===== src/rtl/seven_seg_scanner_if.sv =====
// Bundle of the scan controller's data-side signals: display value and load
// strobe, live per-digit controls, and the anode/nibble outputs.
// Names are from the scanner's point of view (i_ into it, o_ out of it).
interface seven_seg_scanner_if;
  logic [15:0] i_value;
  logic        i_load;
  logic [3:0]  i_dp_in;
  logic [3:0]  i_digit_en;
  logic        i_lz_en;
  logic [3:0]  o_hex;
  logic [3:0]  o_an;
  logic        o_dp;
  logic        o_frame_tick;
  logic        o_pending;

  // Driver side: whoever supplies the value and reads the scan outputs.
  modport master (
    output i_value, i_load, i_dp_in, i_digit_en, i_lz_en,
    input  o_hex, o_an, o_dp, o_frame_tick, o_pending
  );

  // Scanner side.
  modport slave (
    input  i_value, i_load, i_dp_in, i_digit_en, i_lz_en,
    output o_hex, o_an, o_dp, o_frame_tick, o_pending
  );
endinterface


===== src/rtl/seven_seg_scanner.sv =====
// Time-multiplexed scan controller for a four-digit common-anode display.
// A slot counter walks the four digits; a shadow/display register pair makes
// value changes land only on frame boundaries so a digit never shows a mix of
// old and new data. Each slot starts with a blanking window to stop ghosting
// from the previous digit's segments. The nibble goes to an external
// combinational hex decoder.
module seven_seg_scanner #(
  parameter int REFRESH_DIV  = 100000,
  parameter int BLANK_CYCLES = 2000
) (
  input  logic                clk,
  input  logic                reset,
  seven_seg_scanner_if.slave  bus
);

  localparam int CNT_W = (REFRESH_DIV > 2) ? $clog2(REFRESH_DIV) : 1;
  localparam logic [CNT_W-1:0] CNT_LAST  = CNT_W'(REFRESH_DIV - 1);
  localparam logic [CNT_W-1:0] CNT_BLANK = CNT_W'(BLANK_CYCLES);

  logic [CNT_W-1:0] r_cnt;
  logic [1:0]       r_idx;
  logic [15:0]      r_sh;
  logic [15:0]      r_disp;
  logic             r_pending;

  logic             w_slotEnd;
  logic             w_boundary;
  logic [3:0]       w_upperZero;
  logic             w_dark;
  logic             w_lit;
  logic [3:0]       w_nibble;

  assign w_slotEnd  = (r_cnt == CNT_LAST);
  assign w_boundary = w_slotEnd && (r_idx == 2'd3);

  // Slot counter and digit index: one slot per REFRESH_DIV cycles, digits 0..3.
  always_ff @(posedge clk) begin
    if (reset) begin
      r_cnt <= '0;
      r_idx <= 2'd0;
    end else if (w_slotEnd) begin
      r_cnt <= '0;
      r_idx <= r_idx + 2'd1;
    end else begin
      r_cnt <= r_cnt + 1'b1;
    end
  end

  // Double buffer: loads park in the shadow and move to the display only at a
  // frame boundary; a load landing exactly on the boundary goes straight through.
  always_ff @(posedge clk) begin
    if (reset) begin
      r_sh      <= 16'h0000;
      r_disp    <= 16'h0000;
      r_pending <= 1'b0;
    end else if (bus.i_load) begin
      r_sh <= bus.i_value;
      if (w_boundary) begin
        r_disp    <= bus.i_value;
        r_pending <= 1'b0;
      end else begin
        r_pending <= 1'b1;
      end
    end else if (w_boundary && r_pending) begin
      r_disp    <= r_sh;
      r_pending <= 1'b0;
    end
  end

  // For each position, flag whether it and every nibble above it are zero;
  // digit 0 is never treated as a leading zero.
  always_comb begin
    w_upperZero    = 4'b0000;
    w_upperZero[3] = (r_disp[15:12] == 4'h0);
    w_upperZero[2] = w_upperZero[3] && (r_disp[11:8] == 4'h0);
    w_upperZero[1] = w_upperZero[2] && (r_disp[7:4] == 4'h0);
    w_upperZero[0] = 1'b0;
  end

  // Select the nibble of the digit currently being scanned.
  always_comb begin
    w_nibble = r_disp[3:0];
    case (r_idx)
      2'd0: w_nibble = r_disp[3:0];
      2'd1: w_nibble = r_disp[7:4];
      2'd2: w_nibble = r_disp[11:8];
      2'd3: w_nibble = r_disp[15:12];
      default: w_nibble = r_disp[3:0];
    endcase
  end

  assign w_dark = ~bus.i_digit_en[r_idx] | (bus.i_lz_en & w_upperZero[r_idx]);
  assign w_lit  = (r_cnt >= CNT_BLANK) && !w_dark;

  // Drive the display pins: one active-low anode when lit, decimal point only
  // while its digit is actually lit.
  always_comb begin
    bus.o_an = 4'b1111;
    bus.o_dp = 1'b1;
    if (w_lit) begin
      bus.o_an = ~(4'b0001 << r_idx);
      bus.o_dp = ~bus.i_dp_in[r_idx];
    end
  end

  assign bus.o_hex        = w_nibble;
  assign bus.o_frame_tick = w_boundary;
  assign bus.o_pending    = r_pending;

endmodule


===== src/flat_wrapper.sv =====
// flat-port wrapper written by rule: the top's interface ports become plain ports
module seven_seg_scanner_flat 
#(
  parameter int REFRESH_DIV  = 100000,
  parameter int BLANK_CYCLES = 2000
)
  (clk, reset, bus_i_value, bus_i_load, bus_i_dp_in, bus_i_digit_en, bus_i_lz_en, bus_o_hex, bus_o_an, bus_o_dp, bus_o_frame_tick, bus_o_pending);
  seven_seg_scanner_if bus_i ();
  input  logic clk;
  input  logic reset;
  input wire logic [$bits(bus_i.i_value)-1:0] bus_i_value;
  input wire logic [$bits(bus_i.i_load)-1:0] bus_i_load;
  input wire logic [$bits(bus_i.i_dp_in)-1:0] bus_i_dp_in;
  input wire logic [$bits(bus_i.i_digit_en)-1:0] bus_i_digit_en;
  input wire logic [$bits(bus_i.i_lz_en)-1:0] bus_i_lz_en;
  output wire logic [$bits(bus_i.o_hex)-1:0] bus_o_hex;
  output wire logic [$bits(bus_i.o_an)-1:0] bus_o_an;
  output wire logic [$bits(bus_i.o_dp)-1:0] bus_o_dp;
  output wire logic [$bits(bus_i.o_frame_tick)-1:0] bus_o_frame_tick;
  output wire logic [$bits(bus_i.o_pending)-1:0] bus_o_pending;
  assign bus_i.i_value = bus_i_value;
  assign bus_i.i_load = bus_i_load;
  assign bus_i.i_dp_in = bus_i_dp_in;
  assign bus_i.i_digit_en = bus_i_digit_en;
  assign bus_i.i_lz_en = bus_i_lz_en;
  assign bus_o_hex = bus_i.o_hex;
  assign bus_o_an = bus_i.o_an;
  assign bus_o_dp = bus_i.o_dp;
  assign bus_o_frame_tick = bus_i.o_frame_tick;
  assign bus_o_pending = bus_i.o_pending;
  seven_seg_scanner #(.REFRESH_DIV(REFRESH_DIV), .BLANK_CYCLES(BLANK_CYCLES)) u_core (.clk(clk), .reset(reset), .bus(bus_i));
endmodule

===== config.mk =====
export PLATFORM = sky130hd
export DESIGN_NAME = seven_seg_scanner_flat
export DESIGN_NICKNAME = d
export VERILOG_FILES = /design/src/rtl/seven_seg_scanner_if.sv /design/src/rtl/seven_seg_scanner.sv /design/src/flat_wrapper.sv
export SDC_FILE = /design/constraint.sdc
export NUM_CORES = 1
export LEC_CHECK = 0
export BUFFER_PORTS_ARGS = -buffer_cell sky130_fd_sc_hd__clkbuf_2
export CAP_MARGIN = 20
export CORE_ASPECT_RATIO = 0.5
export CORE_MARGIN = 2
export CORE_UTILIZATION = 50
export DETAILED_ROUTE_END_ITERATION = 12
export PLACE_DENSITY = 0.69
export SLEW_MARGIN = 20
export SYNTH_ARGS = -nofsm -noshare
export SYNTH_HDL_FRONTEND = slang
export SYNTH_SLANG_ARGS = --single-unit

===== constraint.sdc =====
create_clock -name clk -period 6.25 [get_ports clk]
set_input_delay 0.625 -clock clk [delete_from_list [all_inputs] [get_ports clk]]
set_output_delay 0.625 -clock clk [all_outputs]
set_load 0.01 [all_outputs]

==> flow_summary.yaml <==
finish:
  syn_to_final_growth_pct: 14.0
  layout.nets: 318
  insertedDiodeCount: 0
  postLayoutCoreUtil_pct: 58.2
  drive_gt1_share_pct: 23.7
placement:
  dpl.hpwl_mm: 3.22
  gp_congestion: 0.842
  numPortBuffers: 38
floorplanning:
  start_util_pct: 51.0
  core_region_area_um2: 4840
  dieArea_um2: 5550
  ios: 39
  chipHeight_um: 53.7
  die_w_um: 103
  row_count: 18
global_routing:
  grt_overflow_total: 0
  grt_first_pass_wirelength_mm: 7.33
  grt_max_degree: 37
  grt_pass1_vias: 1646
  globalRouteTotalUtil_pct: 17.5
  antenna_found_initial: 0
sta:
  period_share_pct: 44.9
  slew_headroom_pct: 52.4
  worst_clock_skew_ns: 0.00652
  tightest_slew_ns: 0.714
  holdWs_ns: 0.519
  rsz0062_at_grt: "no"
  finalSetupViolations: 0
  slew_viol_final: 0
  hold_viol_final: 0
  fmax_ghz: 0.356
  fin_tns_setup_ns: 0
  fin_crit_ns: 2.81
worst_setup_path:
  critPathLaunchType: "flip-flop"
  slowest_stage: "dfxtp_1"
  regToRegSetupSlack_ns: 4.05
  cp-end-kind: "primary output"
  worstRegToRegCells: 4
  path_depth: 6
  worstPathCellList: "ha_1 > nand2_1 > or3_1 > nor4_1 > and2_1 > clkbuf_2"
  crit_type: "flip-flop to primary output"
  cpLargestDelayFamily: "simple AND/OR/NAND/NOR gates"
  crit_start: "u_core.r_cnt[0]$_SDFF_PP0_"
  reg2reg_to: "u_core.r_disp[4]$_SDFFE_PP0P_"
  crit_end: "bus_o_frame_tick"
  rr_startpoint: "u_core.r_cnt[12]$_SDFF_PP0_"
  cp.arrival_ns: 2.18
  critPathRequiredTime_ns: 5.62
  critPathMaxFanout: 8
  max_stage_delay_ns: 0.46
  worst-path-buf-inv: 1
clocking:
  cts.reportedPaths.clkPinSlew_ns: 0.09
  hold_buffers: 0
  htree_levels: 2
  post-cts-setup-buffers: 0
  cts.sinks: 52
  cts_buffer_depth: 2
  post_cts_resized: 0
  cts_root_buf: "clkbuf_8"
  cts_tree: "yes"
  cts_buffers: 5
  clk_latency_ns: 0.30
worst_hold_path:
  whs_path_depth: 2
  worstHoldPathType: "flip-flop to flip-flop"
yosys:
  syn-instance-count: 251
  yosysWarningCount: 0
  synth_top_cell_by_area: "dfxtp_1"
  synth_seq_area_share_pct: 42.1
  ys_async_sr_fraction_pct: 0
  synth.distinct_cells: 36
  synth_nets: 286
  synth_edf_count: 0
  yosysMostFrequentCell: "dfxtp_1"
  synth_area_um2: 2470
  ys.flop_type: "dfxtp_1"
  yosysTopAreaCellShare_pct: 42.1
  syn_avg_cell_area_um2: 9.85
  ys_top_cells_by_area: "dfxtp_1 (42%), mux2i_1 (8.1%), nor2_1 (6.4%), mux2_4 (6.1%), xnor2_1 (3.9%)"
  ys_top_cells_by_count: "dfxtp_1 (52), nor2_1 (42), mux2i_1 (20), nand3_1 (13)"
  ys_ff_latch: 52
detailed_routing:
  vias: 1828
  drt_iter0_markers: 70
  vias_per_cell: 5.18
  drc_errors: 0
  wl_mm: 4.53
  wl_per_cell_um: 12.8
  first_pass_iters: 4
  antenna_left: 0
run:
  drv_cap: 0
power:
  powerDensity_nw_per_um2: 228
  leakagePower_nw: 1.20
  irDropWorstVdd_v: 0.0000957
run_status:
  outcome: "completed"
==> registers in the layout, indices dropped and copies added, names as in the netlist <==
signal                cells
u_core.r_cnt             17
u_core.r_disp            16
u_core.r_sh              16
u_core.r_idx              2
u_core.bus.o_pending      1
==> per-stage QoR <==
step,cells,instance area (um2),power [mW],setup slack (ns)
2_1_floorplan,251,2470,0.373,3.92
3_3_place_gp,346,2690,0.384,3.85
3_5_place_dp,346,2690,0.386,3.77
4_1_cts,353,2820,0.648,3.43
5_1_grt,353,2820,0.666,3.27
6_report,353,2820,0.642,3.44
==> power by group <==
group	total (mW)	internal [mW]	leakage [nW]	switching (mW)
clock network	0.264	0.158	0.0642	0.106
registers	0.344	0.339	0.423	0.00441
logic	0.0340	0.0161	0.716	0.0180
total	0.642	0.513	1.20	0.129
==> worst min-delay path by stage <==
stage,slack (ns),end,startpoint
6_report,0.52,u_core.r_sh[10]$_SDFFE_PP0P_,u_core.r_sh[10]$_SDFFE_PP0P_
5_1_grt,0.56,u_core.r_sh[0]$_SDFFE_PP0P_,u_core.r_sh[0]$_SDFFE_PP0P_
4_1_cts,0.52,u_core.r_sh[1]$_SDFFE_PP0P_,u_core.r_sh[1]$_SDFFE_PP0P_
3_5_place_dp,0.50,u_core.r_sh[1]$_SDFFE_PP0P_,u_core.r_sh[1]$_SDFFE_PP0P_
3_3_place_gp,0.49,u_core.r_sh[2]$_SDFFE_PP0P_,u_core.r_sh[2]$_SDFFE_PP0P_
2_1_floorplan,0.47,u_core.r_sh[0]$_SDFFE_PP0P_,u_core.r_sh[0]$_SDFFE_PP0P_
==> placed cells by master (no fill, tap or decap) <==
cell | synthesis | layout
dfxtp_1 | 52 | 52
nor2_1 | 42 | 42
clkbuf_2 | 0 | 38
mux2i_1 | 20 | 20
nand3_1 | 13 | 13
inv_1 | 12 | 12
nor2b_1 | 12 | 12
xnor2_1 | 11 | 11
mux2_4 | 10 | 10
nor4_1 | 9 | 9
ha_1 | 7 | 7
nand4_1 | 6 | 6
mux2_2 | 6 | 6
clkbuf_8 | 0 | 5
a222oi_1 | 4 | 4
or3_1 | 4 | 4
xor2_1 | 4 | 4
a21oi_1 | 3 | 3
nor3_1 | 3 | 3
nand2_1 | 3 | 3
or4_1 | 2 | 2
mux4_2 | 2 | 2
o21ai_0 | 2 | 2
bufinv_16 | 0 | 2
o211ai_1 | 1 | 1
or4_4 | 1 | 1
o41a_1 | 1 | 1
or3b_2 | 1 | 1
nand2b_1 | 1 | 1
and2_1 | 1 | 1
nor4_4 | 1 | 1
a21o_1 | 1 | 1
a211oi_1 | 1 | 1
nand4b_4 | 1 | 1
and4_1 | 1 | 1
==> cells by family (layout without fill, tap and decap cells) <==
group / Yosys count / count (layout) / share of synthesized area, %
AO/OA/AOI/OAI: 13 / 13 / 4.00
AND/OR/NAND/NOR: 101 / 101 / 22.0
multiplexers: 38 / 38 / 18.7
flip-flops: 52 / 52 / 42.1
XOR/XNOR: 15 / 15 / 5.32
buffers and inverters: 25 / 57 / 4.25
adder cells (fa/ha/maj): 7 / 7 / 3.54
==> worst reg2reg max path: stages (launching register included) <==
cell,delay (ns)
dfxtp_1,0.36
or4_4,0.57
nor4_4,0.36
nand4b_4,0.40
mux2_4,0.42
==> metal layers <==
metal / up-vias / share of wire, % / GRT usage, %
met5: - / 0 / 0
met4: 0 / 0.82 / 5.26
met3: 5 / 3.6 / 5.06
met2: 31 / 48 / 30.2
met1: 853 / 48 / 21.7
li1: 939 / - / -
==> layout make-up <==
type                            instances  area [um2]
Clock inverter                          2        60.1
Fill cell                             430        2020
Timing Repair Buffer                   38         190
Inverter                               12        45.0
Clock buffer                            5        68.8
Multi-Input combinational cell        174        1330
Tap cell                               70        87.6
Sequential cell                        52        1040
Power figures use the tool's default switching activity.
